==> src/rtl/mod_synth_pkg.sv <==
// Shared types and widths for the harmonic sequencer: FSM state encoding
// and the sample/time/fixed-point widths used on every port.
package mod_synth_pkg;
   localparam int SAMPLE_W = 32;
   localparam int TIME_W   = 64;
   localparam int FIX_FRAC = 14;

   typedef enum logic [1:0] {
      ST_IDLE  = 2'd0,
      ST_ISSUE = 2'd1,
      ST_WAIT  = 2'd2,
      ST_DONE  = 2'd3
   } state_t;
endpackage

==> src/rtl/mod_sat_reduce.sv <==
// Reduces the wide harmonic accumulator to one 32-bit sample. Wraps by default;
// saturates to the signed 32-bit range when MOD_HARMSEQ_SAT_EN is defined.
module mod_sat_reduce
   import mod_synth_pkg::*;
#(
   parameter int IN_W = 35
) (
   input  logic signed [IN_W-1:0]     din,
   output logic signed [SAMPLE_W-1:0] dout
);
`ifdef MOD_HARMSEQ_SAT_EN
   // In range only when every bit from the 32-bit sign position upward agrees.
   logic [IN_W-SAMPLE_W:0] top;
   assign top = din[IN_W-1:SAMPLE_W-1];

   always_comb begin
      dout = din[SAMPLE_W-1:0];
      if (!(&top || ~|top)) begin
         if (din[IN_W-1]) dout = {1'b1, {(SAMPLE_W-1){1'b0}}};
         else             dout = {1'b0, {(SAMPLE_W-1){1'b1}}};
      end
   end
`else
   logic unused_hi;
   assign unused_hi = ^din[IN_W-1:SAMPLE_W-1];
   assign dout      = din[SAMPLE_W-1:0];
`endif
endmodule

==> src/rtl/mod_harmonic_sequencer.sv <==
// Sequences the enabled harmonics of one sample through a shared sine+attenuator
// source and sums the results. Optional saturation: MOD_HARMSEQ_SAT_EN.
module mod_harmonic_sequencer
   import mod_synth_pkg::*;
#(
   parameter int NUM_HARMONICS  = 5,
   parameter int TIMEOUT_CYCLES = 255
) (
   input  logic                       i_clk,
   input  logic                       i_nrst,
   input  logic                       i_trigger,
   input  logic [TIME_W-1:0]          i_time,
   input  logic [31:0]                i_frequency,
   input  logic [31:0]                i_atten_harmonics [0:NUM_HARMONICS-1],
   input  logic [NUM_HARMONICS-1:0]   i_harmonic_en,
   output logic                       o_src_trigger,
   output logic [TIME_W-1:0]          o_src_time,
   output logic [31:0]                o_src_frequency,
   output logic [31:0]                o_src_atten,
   input  logic signed [SAMPLE_W-1:0] i_src_sample,
   input  logic                       i_src_ready,
   output logic signed [SAMPLE_W-1:0] o_sound,
   output logic                       o_ready,
   output logic                       o_busy,
   output logic                       o_overrun,
   output logic                       o_timeout,
   output state_t                     o_state
);
   localparam int HW    = (NUM_HARMONICS > 1) ? $clog2(NUM_HARMONICS) : 1;
   localparam int ACC_W = SAMPLE_W + $clog2(NUM_HARMONICS);
   localparam int CNT_W = $clog2(TIMEOUT_CYCLES + 1);

   // Source handshake: o_src_trigger is a one-cycle start while the src_* operands
   // are held; i_src_ready is a one-cycle result-valid pulse, honoured only in WAIT.
   state_t                   state;
   logic [HW-1:0]            cur_h;
   logic [CNT_W-1:0]         wait_cnt;
   logic signed [ACC_W-1:0]  acc;
   logic signed [ACC_W-1:0]  sample_ext;
   logic signed [SAMPLE_W-1:0] reduced;
   logic                     nxt_found;
   logic [HW-1:0]            nxt_h;

   assign sample_ext = ACC_W'(i_src_sample);
   assign o_busy     = (state != ST_IDLE);
   assign o_state    = state;

   // Lowest enabled harmonic above the current one, using the live mask.
   always_comb begin
      nxt_found = 1'b0;
      nxt_h     = '0;
      for (int k = NUM_HARMONICS - 1; k >= 0; k--) begin
         if (i_harmonic_en[k] && (state == ST_IDLE || k > int'(cur_h))) begin
            nxt_found = 1'b1;
            nxt_h     = HW'(k);
         end
      end
   end

   mod_sat_reduce #(.IN_W(ACC_W)) u_reduce (
      .din  (acc),
      .dout (reduced)
   );

   always_ff @(posedge i_clk or negedge i_nrst) begin
      if (!i_nrst) begin
         state           <= ST_IDLE;
         cur_h           <= '0;
         wait_cnt        <= '0;
         acc             <= '0;
         o_src_trigger   <= 1'b0;
         o_src_time      <= '0;
         o_src_frequency <= '0;
         o_src_atten     <= '0;
         o_sound         <= '0;
         o_ready         <= 1'b0;
         o_overrun       <= 1'b0;
         o_timeout       <= 1'b0;
      end else begin
         o_src_trigger <= 1'b0;
         o_ready       <= 1'b0;
         o_timeout     <= 1'b0;
         o_overrun     <= i_trigger && (state != ST_IDLE);

         // The next operands are registered on entry to ISSUE so the start pulse
         // and its operands appear together during the ISSUE cycle.
         if ((state == ST_IDLE && i_trigger) ||
             (state == ST_WAIT && (i_src_ready || wait_cnt == CNT_W'(TIMEOUT_CYCLES - 1)))) begin
            if (nxt_found) begin
               state           <= ST_ISSUE;
               cur_h           <= nxt_h;
               o_src_trigger   <= 1'b1;
               o_src_frequency <= i_frequency << nxt_h;
               o_src_atten     <= i_atten_harmonics[nxt_h];
            end else begin
               state <= ST_DONE;
            end
         end

         case (state)
            ST_IDLE: begin
               if (i_trigger) begin
                  o_src_time <= i_time;
                  acc        <= '0;
               end
            end
            ST_ISSUE: begin
               state    <= ST_WAIT;
               wait_cnt <= '0;
            end
            ST_WAIT: begin
               if (i_src_ready)                                  acc <= acc + sample_ext;
               else if (wait_cnt == CNT_W'(TIMEOUT_CYCLES - 1))  o_timeout <= 1'b1;
               else                                              wait_cnt <= wait_cnt + 1'b1;
            end
            ST_DONE: begin
               o_sound <= reduced;
               o_ready <= 1'b1;
               state   <= ST_IDLE;
            end
            default: state <= ST_IDLE;
         endcase
      end
   end
endmodule
==> config.mk <==
export PLATFORM = sky130hd
export DESIGN_NAME = mod_harmonic_sequencer
export DESIGN_NICKNAME = d
export VERILOG_FILES = /design/src/rtl/mod_synth_pkg.sv /design/src/rtl/mod_sat_reduce.sv /design/src/rtl/mod_harmonic_sequencer.sv
export SDC_FILE = /design/constraint.sdc
export NUM_CORES = 1
export LEC_CHECK = 0
export BUFFER_PORTS_ARGS = -buffer_cell sky130_fd_sc_hd__buf_4
export CORE_AREA = 2 2 179 181
export CTS_CLUSTER_DIAMETER = 120
export DETAILED_ROUTE_END_ITERATION = 6
export DIE_AREA = 0 0 181 183
export PLACE_DENSITY = 0.77
export RECOVER_POWER = 100
export SLEW_MARGIN = 20
export SYNTH_ARGS = -nofsm -noshare
export SYNTH_HDL_FRONTEND = slang
export SYNTH_HIERARCHICAL = 1
export SYNTH_SLANG_ARGS = --single-unit
export TNS_END_PERCENT = 30
==> constraint.sdc <==
create_clock -name i_clk -period 4.3 [get_ports i_clk]
set_input_delay 0.43 -clock i_clk [delete_from_list [all_inputs] [get_ports i_clk]]
set_output_delay 0.43 -clock i_clk [all_outputs]
set_load 0.02 [all_outputs]
==> flow_summary.ini, run 1 <==
[critical_path]
criticalPathCategory = flip-flop to flip-flop
crit_path_max_fanout = 29
critPathArrivalTime_ns = 3.88
r2r_cell_count = 11
critical_path.max_stage_delay_ns = 0.49
startpoint_type = flip-flop
critical_path_buf_inv_count = 2
cp_cell_sequence = nor2_1, inv_1, a31oi_1, o22ai_1, a21boi_0, or2_1, buf_4, mux2i_1, mux2i_1, o22ai_1, a21oi_1
path_depth = 11
cp.required_ns = 4.65
cp_top_family = compound AO/OA/AOI/OAI gates
worst_path_max_delay_cell = sky130_fd_sc_hd__or2_1
worst_setup_path_end_kind = flip-flop

[die]
ios = 464
placeable_core_region_mm2 = 0.0312
die_area_mm2 = 0.0331
placement_rows = 65
die_height_um = 183
chipWidth_um = 181
floorplan.initialDensity = 0.377

[global_route]
grt_start_max_net_pins = 114
initial_antenna_violation_count = 5
number_of_global_route_vias_before_repair = 11386
grt_pass1_wl_um = 59800
grt-ovfl-total = 0
globalRouteTotalUtil = 0.226

[sta]
worst_hold_margin_ns = 0.0848
fmax_ghz = 0.284
timing.final.crit_period_ns = 3.53
finClkSkew_ns = 0.0150
timing_max_transition_violations_final = 131
ratio_of_final_minimum_period_to_clock_period = 0.820
worst_slew_pin_slew_ns = 2.55
report.final.setup_viol = 0
rsz_0062_raised_after_global_routing = no
finalSetupTns_ns = 0
finalHoldViolations = 0
timing.slew.headroom = -0.700

[synth]
postSynthCellCount = 1377
post_synth_instance_area_mm2 = 0.0118
ys_warn_count = 6
postSynthAreaPerCell_um2 = 8.56
nets_in_the_synthesized_netlist = 1709

[clock_network]
numCtsBuffers = 25
reg_clk_slew_reported_paths_ns = 0.06
numClockSinks = 209
cts_root_buf = sky130_fd_sc_hd__clkbuf_16
max-clock-path-buffers = 3
tritoncts = yes
cts_setup_buffers = 0
cts.htree.levels = 1
clk-insertion-delay-late_ns = 0.53

[cells_and_area]
layout.cell_area.non_filler_mm2 = 0.0155
design.final.nets = 2093
fin_util = 0.497
areaGrowthSynthToFinish_pct = 31.7
ratio_of_cells_with_drive_above_1_in_the_final_layout = 0.221

[routing]
drt_first_iter_violations = 756
routed_wire_length_per_instance_um = 17.9
finalWirelength_um = 39200
detail_route.drc_violations = 0
antenna_left = 0
dr_vias = 11513
detail_route.first_pass.iterations = 5
route.detailed.vias_per_inst = 5.27

[power]
p_leak_nw = 7.63
clockPowerShare = 0.179
power.sequential.fraction = 0.274
p_switching_mw = 5.74
p_int_mw = 6.50
p_comb_frac = 0.547
cellPowerDensity_mw_per_mm2 = 789
swShare = 0.469
vdd_drop_max_v = 0.000320

[placed_design]
detailedPlacementHpwl_um = 29500
io_buffers = 463
post_dp_cell_area_mm2 = 0.0153
place.gp.congestion = 0.941

[run_status]
failed_checks = capacitance limit, slew limit
outcome = finished, violations left

[worst_hold_path]
path_class_of_the_lowest_slack_min_delay_path = input port to flip-flop
timing.hold.worst_path_depth = 3

[flow_run]
max_cap_viol_count = 2
## cell usage in the layout (no fill, tap or decap), drive strengths merged, types with 15 or more instances in the layout
| master | instances |
|---|---|
| nand2 | 387 |
| buf | 304 |
| dfrtp | 209 |
| clkbuf | 205 |
| a21oi | 98 |
| nor2 | 88 |
| o22ai | 61 |
| mux2i | 58 |
| o21ai | 51 |
| a31oi | 38 |
| and3 | 37 |
| ha | 34 |
| mux2 | 32 |
| a21o | 20 |
| inv | 18 |
| xnor2 | 15 |
## worst paths after layout
| path | startpoint | endpoint | slack (ns) |
|---|---|---|---|
| worst max-delay path | o_state[1]$_DFFE_PN0P_ | o_src_frequency[7]$_DFFE_PN0P_ | 0.77 |
| worst max register to register | o_state[1]$_DFFE_PN0P_ | o_src_frequency[7]$_DFFE_PN0P_ | 0.77 |
| worst min register to register | o_src_time[13]$_DFFE_PN0P_ | o_src_time[13]$_DFFE_PN0P_ | 0.47 |
| min in group asynchronous | i_nrst | acc[15]$_DFFE_PN0P_ | 1.19 |
| max in group asynchronous | i_nrst | o_src_frequency[4]$_DFFE_PN0P_ | 1.55 |
| worst min-delay path | i_time[13] | o_src_time[13]$_DFFE_PN0P_ | 0.08 |
## layer usage
metal | share of wire | GRT usage | vias up
met5 | 0.00028 | 0 | -
met4 | 0.049 | 0.110 | 2
met3 | 0.066 | 0.0399 | 108
met2 | 0.50 | 0.396 | 494
met1 | 0.39 | 0.268 | 5418
li1 | - | - | 5491
## through the flow
step	cells	setup WS, ns	power (mW)
2_1_floorplan	1377	1.62	8.21
3_3_place_gp	2135	1.19	10.6
3_5_place_dp	2135	1.06	10.8
4_1_cts	2181	1.02	13.0
5_1_grt	2185	0.479	13.1
6_report	2185	0.774	12.2
## state kept, by name, summed over array words and instances (netlist names)
register and flops:
o_src_atten 32, o_sound 32, o_ready 1, o_src_trigger 1, o_src_frequency 32, o_overrun 1
o_timeout 1, cur_h 3, o_src_time 64, wait_cnt 8, o_state 2, acc 32
## power groups by stage
| stage | Combinational (mW) | Clock, mW | Sequential, mW |
|---|---|---|---|
| after floorplan | 4.00 | 0 | 4.21 |
| after global placement | 7.21 | 0 | 3.36 |
| after detailed placement | 7.35 | 0 | 3.40 |
| after CTS | 7.38 | 2.26 | 3.37 |
| after global routing | 7.33 | 2.34 | 3.47 |
| final | 6.70 | 2.19 | 3.35 |
## final cells by class
class,count,area (µm²)
sequential,209,5230
timing repair buffer,477,2960
inverter,17,63.8
clock inverter,12,158
clock buffer,33,706
antenna,4,10.0
multi-input combinational,1031,5890
fill,3077,15700
tap,402,503
## worst reg2reg max path, stage by stage (launching register included)
cell	delay, ns
sky130_fd_sc_hd__dfrtp_1	0.45
sky130_fd_sc_hd__nor2_1	0.41
sky130_fd_sc_hd__inv_1	0.19
sky130_fd_sc_hd__a31oi_1	0.21
sky130_fd_sc_hd__o22ai_1	0.10
sky130_fd_sc_hd__a21boi_0	0.36
sky130_fd_sc_hd__or2_1	0.49
sky130_fd_sc_hd__buf_4	0.40
sky130_fd_sc_hd__mux2i_1	0.34
sky130_fd_sc_hd__mux2i_1	0.14
sky130_fd_sc_hd__o22ai_1	0.17
sky130_fd_sc_hd__a21oi_1	0.10
## what timing repair did
item                                   4_1_cts  5_1_grt
hold buffers                                 1        0
endpoints found under the hold margin       96        0
gates resized for setup                      0        0
No activity file was read; power rests on OpenSTA's default activity.
==> run 2: changes to the inputs <==
--- a/config.mk
+++ b/config.mk
@@ -6,10 +6,10 @@
 export NUM_CORES = 1
 export LEC_CHECK = 0
 export BUFFER_PORTS_ARGS = -buffer_cell sky130_fd_sc_hd__buf_4
-export CORE_AREA = 2 2 179 181
+export CORE_AREA = 2 2 183 185
 export CTS_CLUSTER_DIAMETER = 120
 export DETAILED_ROUTE_END_ITERATION = 6
-export DIE_AREA = 0 0 181 183
+export DIE_AREA = 0 0 185 187
 export PLACE_DENSITY = 0.77
 export RECOVER_POWER = 100
 export SLEW_MARGIN = 20
==> constraint.sdc (replaced) <==
create_clock -name i_clk -period 2.9 [get_ports i_clk]
set_input_delay 0.29 -clock i_clk [delete_from_list [all_inputs] [get_ports i_clk]]
set_output_delay 0.29 -clock i_clk [all_outputs]
set_load 0.02 [all_outputs]
==> flow_summary.ini, run 2 (synthesis gave the netlist of run 1 again) <==
[run_status]
outcome = finished, violations left
failed_checks = capacitance limit, slew limit

[routing]
antenna_left = 0
route.detailed.vias_per_inst = 5.23
routed_wire_length_per_instance_um = 17.8
detail_route.first_pass.iterations = 5
dr_vias = 12074
finalWirelength_um = 41200
detail_route.drc_violations = 0
drt_first_iter_violations = 769

[global_route]
grt_pass1_wl_um = 64100
grt-ovfl-total = 0
globalRouteTotalUtil = 0.231
number_of_global_route_vias_before_repair = 12072
grt_start_max_net_pins = 76
initial_antenna_violation_count = 2

[die]
ios = 464
placement_rows = 67
die_area_mm2 = 0.0346
chipWidth_um = 185
die_height_um = 187
floorplan.initialDensity = 0.359
placeable_core_region_mm2 = 0.0329

[clock_network]
tritoncts = yes
clk-insertion-delay-late_ns = 0.53
numCtsBuffers = 25
cts.htree.levels = 1
reg_clk_slew_reported_paths_ns = 0.06
numClockSinks = 209
cts_root_buf = sky130_fd_sc_hd__clkbuf_16
max-clock-path-buffers = 3

[cells_and_area]
ratio_of_cells_with_drive_above_1_in_the_final_layout = 0.225
mostFrequentLayoutCells = sky130_fd_sc_hd__nand2_1, sky130_fd_sc_hd__buf_4, sky130_fd_sc_hd__dfrtp_1, sky130_fd_sc_hd__clkbuf_1, sky130_fd_sc_hd__a21oi_1
layout.cells.most_common = sky130_fd_sc_hd__nand2_1
largest_register_ff_count = 64
top_register = o_src_time
areaGrowthSynthToFinish_pct = 39.9
post_layout_nonfiller_instances = 2310
design.final.nets = 2174

[critical_path]
regToRegEndpoint = acc[23]$_DFFE_PN0P_
worst_setup_path_end_kind = flip-flop
reg2reg_setup_slack_ns = 0.03
path_depth = 12
startpoint_type = flip-flop
worst_path_max_delay_cell = sky130_fd_sc_hd__dfrtp_1
cp_cell_sequence = ha_1, a21o_1, a21o_1, a211o_1, o21ai_1, o211ai_1, buf_4, buf_4, a31o_1, a21oi_1, xnor2_1, a22o_1
worst_r2r_startpoint = acc[8]$_DFFE_PN0P_
r2r_cell_count = 12
crit_path_max_fanout = 5
criticalPathCategory = flip-flop to flip-flop
cp_top_family = compound AO/OA/AOI/OAI gates
cp.required_ns = 3.31
critical_path.max_stage_delay_ns = 0.40
critical_path_buf_inv_count = 2
critPathArrivalTime_ns = 3.28

[placed_design]
numPlacedInstances = 2195
detailedPlacementHpwl_um = 30400
io_buffers = 463
place.gp.congestion = 0.980

[power]
power.sequential.fraction = 0.265
vdd_drop_max_v = 0.000707
p_comb_frac = 0.560
p_switching_mw = 8.81
p_int_mw = 9.99
clockPowerShare = 0.176
swShare = 0.468
p_leak_nw = 8.04
cellPowerDensity_mw_per_mm2 = 1140

[worst_hold_path]
timing.hold.worst_path_depth = 3
path_class_of_the_lowest_slack_min_delay_path = input port to flip-flop
hold_critical_path_endpoint = o_src_frequency[0]$_DFFE_PN0P_
hp-start = i_frequency[0]

[sta]
ratio_of_final_minimum_period_to_clock_period = 0.989
report.final.setup_viol = 0
worst_hold_margin_ns = 0.0696
timing.slew.headroom = -0.344
timing_max_transition_violations_final = 74
fmax_ghz = 0.348
rsz_0062_raised_after_global_routing = yes
timing.final.crit_period_ns = 2.87
finalHoldViolations = 0
finClkSkew_ns = 0.0124
finalSetupTns_ns = 0
worst_slew_pin_slew_ns = 2.02

[flow_run]
max_cap_viol_count = 1
run 2: cell count changes in the layout (fill, tap and decap cells not counted), sizes merged:
cell | before | now
dlygate4sd3 | 1 | 66
clkbuf | 205 | 207
buf | 304 | 319
clkinv | 5 | 7
diode | 4 | 2
clkinvlp | 3 | 0
run 2: power by group through the flow:
stage               sequential [mW]  clock [mW]  combinational, mW
floorplan                      6.24           0               5.93
CTS                            4.99        3.38               11.4
global placement               4.96           0               11.0
global route                   5.13        3.51               11.4
finish                         4.97        3.30               10.5
detailed placement             5.04           0               11.2
run 2: how the worst max path moves through the flow:
stage,start,endpoint,slack [ns]
after floorplan,acc[8]$_DFFE_PN0P_,acc[31]$_DFFE_PN0P_,0.28
after global placement,i_src_sample[0],acc[30]$_DFFE_PN0P_,0.09
after detailed placement,acc[1]$_DFFE_PN0P_,acc[31]$_DFFE_PN0P_,0.04
after CTS,acc[1]$_DFFE_PN0P_,acc[31]$_DFFE_PN0P_,0.03
after global routing,acc[8]$_DFFE_PN0P_,acc[23]$_DFFE_PN0P_,-0.04
final,acc[8]$_DFFE_PN0P_,acc[23]$_DFFE_PN0P_,0.03
run 2: layout make-up:
class	instances	area, µm²
Multi-Input combinational cell	1031	5930
Clock buffer	34	729
Clock inverter	11	141
Tap cell	448	561
Inverter	17	63.8
Sequential cell	209	5230
Timing Repair Buffer	558	3820
Antenna cell	2	5.00
Fill cell	3162	16400
run 2: routing by layer:
metal | GRT usage | part of all wire | routed length (µm)
met5 | 0 | 0 | 0
met4 | 0.113 | 0.056 | 2330
met3 | 0.0370 | 0.064 | 2640
met2 | 0.404 | 0.49 | 20400
met1 | 0.274 | 0.38 | 15900
run 2: worst reg2reg max path, stage by stage, from the launching register on:
cell,delay [ns]
sky130_fd_sc_hd__dfrtp_1,0.40
sky130_fd_sc_hd__ha_1,0.35
sky130_fd_sc_hd__a21o_1,0.19
sky130_fd_sc_hd__a21o_1,0.18
sky130_fd_sc_hd__a211o_1,0.30
sky130_fd_sc_hd__o21ai_1,0.21
sky130_fd_sc_hd__o211ai_1,0.11
sky130_fd_sc_hd__buf_4,0.17
sky130_fd_sc_hd__buf_4,0.13
sky130_fd_sc_hd__a31o_1,0.23
sky130_fd_sc_hd__a21oi_1,0.20
sky130_fd_sc_hd__xnor2_1,0.10
sky130_fd_sc_hd__a22o_1,0.19
run 2: what timing repair did:
action	CTS	global route
hold buffers	66	0
endpoints found under the setup margin	0	5
setup buffers	0	2
hold endpoints to repair	137	0
resized for setup	0	1
run 2: per-stage QoR:
stage / total power, mW / setup WS (ns) / cell area (µm²) / util
floorplan: 12.2 / 0.279 / 11800 / -
global placement: 16.0 / 0.0908 / 15600 / 0.474
detailed placement: 16.3 / 0.0417 / 15600 / 0.474
CTS: 19.7 / 0.0344 / 17100 / 0.521
global route: 20.1 / -0.0376 / 16500 / 0.502
finish: 18.8 / 0.0305 / 16500 / 0.502
==> run 3: changes to the inputs <==
--- a/config.mk
+++ b/config.mk
@@ -5,13 +5,16 @@
 export SDC_FILE = /design/constraint.sdc
 export NUM_CORES = 1
 export LEC_CHECK = 0
+export ABC_AREA = 1
 export BUFFER_PORTS_ARGS = -buffer_cell sky130_fd_sc_hd__buf_4
-export CORE_AREA = 2 2 183 185
+export CORE_ASPECT_RATIO = 0.7
+export CORE_MARGIN = 2
+export CORE_UTILIZATION = 46
 export CTS_CLUSTER_DIAMETER = 120
 export DETAILED_ROUTE_END_ITERATION = 6
-export DIE_AREA = 0 0 185 187
-export PLACE_DENSITY = 0.77
+export PLACE_DENSITY = 0.88
 export RECOVER_POWER = 100
+export SETUP_SLACK_MARGIN = 0.4
 export SLEW_MARGIN = 20
 export SYNTH_ARGS = -nofsm -noshare
 export SYNTH_HDL_FRONTEND = slang
==> flow_summary.ini, run 3 <==
[worst_hold_path]
path_class_of_the_lowest_slack_min_delay_path = input port to flip-flop

[routing]
dr_vias = 14650
detail_route.first_pass.iterations = 6
antenna_left = 0
route.detailed.vias_per_inst = 5.34
drt_first_iter_violations = 1535
detail_route.drc_violations = 0
finalWirelength_um = 49500
routed_wire_length_per_instance_um = 18.1

[placed_design]
post_place_setup_slack_ns = 0.439
io_buffers = 463
place.gp.congestion = 1.02
detailedPlacementHpwl_um = 35700

[run_status]
outcome = finished, violations left
failed_checks = capacitance limit, slew limit

[sta]
report.final.setup_viol = 0
rsz_0062_raised_after_global_routing = yes
ratio_of_final_minimum_period_to_clock_period = 0.845
finalSetupTns_ns = 0
timing.slew.headroom = -0.126
finClkSkew_ns = 0.0224
finalHoldViolations = 0
worst_slew_pin_slew_ns = 1.69
fmax_ghz = 0.408
timing_max_transition_violations_final = 63
timing.final.crit_period_ns = 2.45
final_worst_path_setup_slack_ns = 0.449

[cells_and_area]
ratio_of_cells_with_drive_above_1_in_the_final_layout = 0.155
layout.cells.most_common = sky130_fd_sc_hd__nand2_1
mostFrequentLayoutCells = sky130_fd_sc_hd__nand2_1, sky130_fd_sc_hd__nand3_1, sky130_fd_sc_hd__buf_4, sky130_fd_sc_hd__dfrtp_1, sky130_fd_sc_hd__clkbuf_1
largest_register_ff_count = 64
design.final.nets = 2685
top_register = o_src_time
areaGrowthSynthToFinish_pct = 34.7

[clock_network]
cts.htree.levels = 1
max-clock-path-buffers = 3
tritoncts = yes
cts_setup_buffers = 0
reg_clk_slew_reported_paths_ns = 0.06
clk-insertion-delay-late_ns = 0.54
numClockSinks = 209
numCtsBuffers = 24
cts_root_buf = sky130_fd_sc_hd__clkbuf_16

[power]
cellPowerDensity_mw_per_mm2 = 1040
vdd_drop_max_v = 0.000941
p_leak_nw = 9.36

[die]
chipWidth_um = 205
ios = 464
placement_rows = 51
die_area_mm2 = 0.0297
floorplan.initialDensity = 0.468
die_height_um = 145
placeable_core_region_mm2 = 0.0278

[global_route]
initial_antenna_violation_count = 2
grt_start_max_net_pins = 96
global_route.peak_usage_layer = met2
grt-ovfl-total = 0
grt_pass1_wl_um = 76400
use_met2 = 0.521
gr-usage-met1 = 0.440
number_of_global_route_vias_before_repair = 14028
grt.met3_usage = 0.0831
globalRouteTotalUtil = 0.328

[critical_path]
crit_path_max_fanout = 59
worst_path_max_delay_cell = sky130_fd_sc_hd__nand2_1
cp.required_ns = 3.35
criticalPathCategory = flip-flop to flip-flop
worst_setup_path_end_kind = flip-flop
critPathArrivalTime_ns = 2.90
cp_cell_sequence = inv_1, ha_1, nand2_1, nor2_1, nand2_1, nand2_1, a21oi_2, inv_1, nand2_1, buf_12, nand2_1, nand3_1
most_prevalent_standard_cell_on_the_critical_path = sky130_fd_sc_hd__nand2_1
startpoint_type = flip-flop
critical_path.max_stage_delay_ns = 0.43

[synth]
postSynthAreaPerCell_um2 = 6.90
post_synth_instance_area_mm2 = 0.0130
postSynthCellCount = 1888
ys_warn_count = 6
nets_in_the_synthesized_netlist = 2220

[flow_run]
max_cap_viol_count = 1
==> run 3: cell type report <==
type	instances	area [µm²]
Sequential cell	209	5230
Fill cell	2571	10300
Antenna cell	2	5.00
Tap cell	371	464
Clock buffer	34	719
Clock inverter	8	93.8
Timing Repair Buffer	563	3900
Multi-Input combinational cell	1391	6500
Inverter	164	624
==> run 3: power breakdown <==
group | switching, mW | internal [mW] | total [mW]
clock network | 1.25 | 1.90 | 3.15
registers | 0.852 | 4.19 | 5.04
logic | 7.00 | 2.99 | 9.99
==> run 3: metal layers <==
layer	part of all wire	wire (µm)
met4	0.038	1900
met3	0.11	5220
met2	0.45	22200
met5	0.00032	16
met1	0.41	20200
==> run 3: repair_timing <==
item / 4_1_cts / 5_1_grt
gates cloned: 0 / 0
hold buffers: 82 / 0
hold endpoints to repair: 143 / 0
endpoints found under the setup margin: 1 / 41
gates resized for setup: 1 / 2
==> run 3: path summary, 6_finish.rpt <==
path,startpoint,end,slack (ns),cells after the start
worst min register to register,o_src_time[43]$_DFFE_PN0P_,o_src_time[43]$_DFFE_PN0P_,0.47,2
worst max-delay path,wait_cnt[0]$_DFFE_PN0P_,o_src_frequency[8]$_DFFE_PN0P_,0.45,12
worst min-delay path,i_atten_harmonics[19],o_src_atten[19]$_DFFE_PN0P_,0.02,3
min in group asynchronous,i_nrst,o_src_atten[25]$_DFFE_PN0P_,0.72,2
max in group asynchronous,i_nrst,o_src_frequency[14]$_DFFE_PN0P_,0.99,3
worst max register to register,wait_cnt[0]$_DFFE_PN0P_,o_src_frequency[8]$_DFFE_PN0P_,0.45,12
==> run 3: metrics by stage <==
stage / total power, mW / instance area (µm²) / hold WS (ns) / instances / utilization
floorplan: 11.9 / 13000 / -0.00559 / 1888 / -
global placement: 15.5 / 16500 / 0.255 / 2616 / 0.595
detailed placement: 15.7 / 16500 / 0.259 / 2616 / 0.595
CTS: 19.0 / 18200 / 0.000407 / 2740 / 0.653
global route: 19.5 / 17500 / 0.0109 / 2741 / 0.630
finish: 18.2 / 17500 / 0.0184 / 2742 / 0.630
==> run 3: critical path, delay by kind of cell, from the launching register on <==
kind            cells  cell delay [ns]
compound gates      1             0.32
simple gates        7             0.93
buf+inv             3             0.51
flops               1             0.41
fa+ha+maj           1             0.18
